<file path="config.mk">
export PLATFORM = sky130hd
export DESIGN_NAME = fsm_3state
export DESIGN_NICKNAME = d
export VERILOG_FILES = /design/src/rtl/fsm_3state.sv
export SDC_FILE = /design/constraint.sdc
export NUM_CORES = 1
export LEC_CHECK = 0
export BUFFER_PORTS_ARGS = -buffer_cell sky130_fd_sc_hd__buf_4
export CAP_MARGIN = 20
export CORE_AREA = 4 4 41 43
export DETAILED_ROUTE_END_ITERATION = 12
export DIE_AREA = 0 0 45 47
export PLACE_DENSITY = 0.52
export SLEW_MARGIN = 20
export SYNTH_ARGS = -nofsm -noshare
export SYNTH_HDL_FRONTEND = slang
export SYNTH_SLANG_ARGS = --single-unit
</file>
<file path="constraint.sdc">
create_clock -name clock -period 1.1 [get_ports clock]
set_clock_uncertainty 0.15 [all_clocks]
set_input_delay 0.11 -clock clock [delete_from_list [all_inputs] [get_ports clock]]
set_output_delay 0.11 -clock clock [all_outputs]
set_load 0.01 [all_outputs]
</file>
<file path="src/rtl/fsm_3state.sv">
// Three-state sequencer with externally supplied state encodings.
// Output y is the registered next state; a is the fed-back current state.
module fsm_3state (
  input  logic       clock,
  input  logic       reset,
  input  logic       i0,
  input  logic       i1,
  input  logic       i2,
  input  logic [1:0] c0,
  input  logic [1:0] c1,
  input  logic [1:0] c2,
  input  logic       en,
  input  logic [1:0] a,
  output logic [1:0] y
);

  logic [1:0] ns;

  // Ordered checks give c0 precedence when encodings collide.
  always_comb begin
    ns = a;
    if (a == c0 && i0)
      ns = c1;
    else if (a == c1 && i1)
      ns = c2;
    else if (a == c2 && i2)
      ns = c0;
  end

  always_ff @(posedge clock or posedge reset) begin
    if (reset)
      y <= 2'd0;
    else if (en)
      y <= ns;
  end

endmodule

</file>
==> flow_summary.ini, run 1 <==
[yosys]
ys_warn_count = 0
synth_top_area_share = 0.221
synth_commonest_cells = xnor2_1, a31oi_1, inv_1
synth_edf_count = 0
synth_top_area_cell = xnor2_1
synthTopCellsByArea = xnor2_1, dfrtp_1, a31oi_1
async_flop_share = 1.00
post-synth-top-count-cell = xnor2_1
syn_area_per_cell_um2 = 7.67
syn_inst = 31
synth.distinct_cells = 19
ys_seq_area_frac = 0.211
synth_area_um2 = 238
ys_ff_latch = 2
synthFlopType = dfrtp_1
synthesis.nets = 45

[status]
violations = negative hold slack
status = complete, but fails checks

[finish]
seqCellArea_um2 = 50.0
largest_reg_flops = 2
fill_cells = 148
stdcell_area_um2 = 507
drive_above_1_share = 0.566
reg.largest.list = y: 2 flops
synthToLayoutAreaGrowth_pct = 113
diodes = 0
multi_input_area_um2 = 225
final_cells = 68
layout.nets = 69
top_register = y

[route]
route.vias.total = 295
drt-initial-drc-count = 4
wl_per_cell_um = 11.8
wl_um = 805
via_per_inst = 4.34
drtPass1Iterations = 3
final_antenna_net_count = 0
drc = 0

[setup_path]
r2r_cells = 2
path_max_fanout = 4
startpoint_type = input port
required_ps = 1090
cp_slowest_cell = and3_4
endpoint_kind = flip-flop
path_cells = buf_8 -> xnor2_2 -> and3_4 -> mux2i_1 -> o211ai_1 -> a31oi_1
arrival_ps = 1060
slowest_delay_ps = 230
path_class = in2reg

[flow_run]
maxCapViolCount = 0

[floorplanning]
die-area_mm2 = 0.00212
fp.dieW_um = 45
num_io_pins = 16
initial_core_util = 0.183
die_h_um = 47
placeableCoreArea_mm2 = 0.00130
rows = 13

[clock_tree]
clock_sinks = 2
clock-root-buffer = clkbuf_4
hold_buffers = 1
clk_pin_slew_worst_paths_ps = 30
htree_levels = 1
cts_tree = built
cts-buffers-inserted = 3
clockBufferDepth = 2
clk_latency_ps = 230

[place]
port_buffers = 15
place_ws_ps = -263
place_area_um2 = 402
dp.cells = 64
place_congestion = 0.690

[grt]
grt_pass1_vias = 272
antenna_found_initial = 0
grt_usage = 0.0861
grt_pass1_wl_um = 1170
grt_overflow = 0
grt_max_degree = 5

[power]
power_frac_clock = 0.360
power_density_mw_per_mm2 = 899
ir_worst_vdd_v = 0.000253
p_seq_frac = 0.202
p_comb_frac = 0.439
p_switching_uw = 129
p_int_uw = 327
power.leakage_uw = 0.000240
p_sw_frac = 0.282

[timing]
grt_setup_unrepaired = true
hold_violations = 2
setup_ws_ps = 31.8
tightest_slew_ps = 197
hold_ws_ps = -51.1
fmax_ghz = 0.936
setup_viol = 0
fin_crit_ps = 1070
drv_slew = 0
min_period_over_period = 0.971
slew_headroom = 0.868

[worst_hold_path]
hold_path_class = in2reg
hold_depth = 2
-- logic make-up after synthesis --
kind of cell / synth area share
AOI/OAI and AO/OA: 0.258
and+or+nand+nor: 0.179
xor gates and xnor gates: 0.221
buffers and inverters: 0.0894
DFF: 0.211
muxes: 0.0421
-- cell type report --
cell class | count | area share
Sequential cell | 2 | 0.0988
Timing Repair Buffer | 21 | 0.353
Clock buffer | 3 | 0.0444
Tap cell | 15 | 0.0370
Inverter | 3 | 0.0222
Multi-Input combinational cell | 24 | 0.444
-- what timing repair did --
item,in CTS,in global routing
setup endpoints to repair,1,2
pin swaps,0,1
gates resized for setup,3,10
buffers inserted,0,0
hold endpoints to repair,4,2
-- critical path: cells and delay by family --
kind	cells	cell delay, ps
AO/OA/AOI/OAI	2	280
AND/OR/NAND/NOR	1	230
multiplexers	1	190
buffers and inverters	1	110
XOR/XNOR	1	140
-- power by group through the flow --
| stage | logic (uW) | registers (uW) | clock network (uW) |
|---|---|---|---|
| floorplan | 77.7 | 96.5 | 0 |
| global placement | 162 | 90.8 | 0 |
| detailed placement | 163 | 92.8 | 0 |
| CTS | 174 | 92.1 | 171 |
| global route | 217 | 93.2 | 187 |
| finish | 200 | 91.9 | 164 |
-- per-layer routing --
metal,vias to the layer above,part of all wire,global-route usage
li1,155,-,-
met1,121,0.36,0.0864
met2,14,0.48,0.124
met3,5,0.11,0.0345
met4,0,0.048,0.105
met5,-,0,0
-- final timing paths --
| path | startpoint | to | slack [ps] |
|---|---|---|---|
| min in group asynchronous | reset | y[1] | 150 |
| min reg2reg | y[0] | y[0] | 400 |
| max | a[1] | y[1] | 30 |
| max reg2reg | y[1] | y[1] | 290 |
| min | en | y[0] | -50 |
| max in group asynchronous | reset | y[0] | 530 |
-- cell usage in the layout, fill, tap and decap left out, types with 2 or more instances in the layout --
cell type | netlist | routed
a31oi_1 | 3 | 3
clkbuf_4 | 0 | 3
inv_1 | 3 | 3
dfrtp_1 | 2 | 2
nand3_1 | 2 | 2
xnor2_2 | 0 | 4
buf_8 | 0 | 2
buf_4 | 0 | 17
-- through the flow --
step | utilization | power [uW] | setup TNS, ps
6_report | 0.389 | 456 | 0
5_1_grt | 0.389 | 497 | -26.4
4_1_cts | 0.343 | 436 | -4.72
3_5_place_dp | 0.309 | 256 | -435
3_3_place_gp | 0.309 | 253 | -405
2_1_floorplan | - | 174 | -216
No activity file was read; power rests on OpenSTA's default activity.
==> run 2: changes to the inputs <==
- SETUP_SLACK_MARGIN: default -> 0.5
==> flow_summary.ini, run 2 (synthesized netlist as in run 1, its figures left out) <==
[timing]
hold_violations = 2
grt_setup_unrepaired = true
min_period_over_period = 0.963
setup_viol = 0
fmax_ghz = 0.944
drv_slew = 0
hold_ws_ps = -52.3
tightest_slew_ps = 197
fin_crit_ps = 1060
slew_headroom = 0.868

[setup_path]
path_max_fanout = 4
ff2ff_setup_slack_ps = 160
path_class = in2reg
endpoint = y[1]
arrival_ps = 1050
r2r_cells = 3
r2r-start = y[1]
endpoint_kind = flip-flop
startpoint = c1[1]
startpoint_type = input port
required_ps = 1090
worstReg2RegEnd = y[1]

[floorplanning]
fp.dieW_um = 45
initial_core_util = 0.183
num_io_pins = 16
die-area_mm2 = 0.00212
rows = 13
placeableCoreArea_mm2 = 0.00130
die_h_um = 47

[power]
ir_worst_vdd_v = 0.000266
power.leakage_uw = 0.000253
power_density_mw_per_mm2 = 902

[finish]
layout.nets = 71
layout_commonest_cell = buf_4
diodes = 0
fill_cells = 150
post-route-util = 0.417
synthToLayoutAreaGrowth_pct = 128
seqCellArea_um2 = 50.0
drive_above_1_share = 0.618
largest_reg_flops = 2
multi_input_area_um2 = 230
top_register = y
layout_common_cells = buf_4, xnor2_2, buf_6
reg.largest.list = y: 2 flops

[grt]
grt_pass1_vias = 314
grt_max_degree = 5
antenna_found_initial = 0
grt_usage = 0.0964
grt_overflow = 0
grt_pass1_wl_um = 1330

[status]
status = complete, but fails checks
violations = negative hold slack

[clock_tree]
cts-buffers-inserted = 3
clk_latency_ps = 230
clockBufferDepth = 2
clk_pin_slew_worst_paths_ps = 30
htree_levels = 1
cts_tree = built
hold_buffers = 1
clock-root-buffer = clkbuf_4
clock_sinks = 2

[route]
final_antenna_net_count = 0
wl_per_cell_um = 12.4
drt-initial-drc-count = 1
drtPass1Iterations = 3
route.vias.total = 318
drc = 0
via_per_inst = 4.54
wl_um = 870

[place]
place_congestion = 0.690
port_buffers = 15

[worst_hold_path]
hold_depth = 2
hold_path_class = in2reg

[flow_run]
maxCapViolCount = 0
run 2: worst max-delay path, stage by stage:
cell	delay, ps
buf_6	100
xnor2_2	140
and3_4	230
mux2i_1	180
o211ai_1	110
a31oi_1	170
run 2: cell type report:
cell class,count,share of cell area
Multi-Input combinational cell,24,0.424
Timing Repair Buffer,23,0.387
Sequential cell,2,0.0922
Clock buffer,3,0.0415
Tap cell,15,0.0346
Inverter,3,0.0207
run 2: metal layers:
layer  track usage  up-vias  routed length, um
li1              -      160                  -
met1        0.0932      139                275
met2         0.153       14                472
met3        0.0345        5                 86
met4         0.105        0                 36
met5             0        -                  0
run 2: what timing repair did:
action,in CTS,in global routing
gates resized for setup,11,9
hold endpoints to repair,4,2
pin swaps,2,2
endpoints found under the setup margin,4,6
setup buffers,2,0
run 2: worst min path at each step:
stage               startpoint  slack (ps)   end
finish                      en         -50  y[0]
global route                en         -50  y[0]
CTS                         en         -60  y[0]
detailed placement       reset        -170  y[0]
global placement         reset        -180  y[1]
floorplan                reset        -300  y[0]
run 2: stage by stage:
stage | cell area [um^2] | setup WS [ps] | total power [uW] | TNS [ps] | instances
global route | 543 | -20.0 | 529 | -20.0 | 70
global placement | 402 | -227 | 253 | -405 | 64
CTS | 500 | 0.403 | 474 | 0 | 70
detailed placement | 402 | -263 | 256 | -435 | 64
floorplan | 254 | -115 | 174 | -216 | 31
finish | 543 | 40.3 | 490 | 0 | 70
run 2: report_power, final:
| group | total (uW) | switching (uW) | internal, uW |
|---|---|---|---|
| Sequential | 93.2 | 8.00 | 85.2 |
| Clock | 167 | 46.0 | 121 |
| Combinational | 230 | 83.8 | 147 |
| Total | 490 | 138 | 352 |
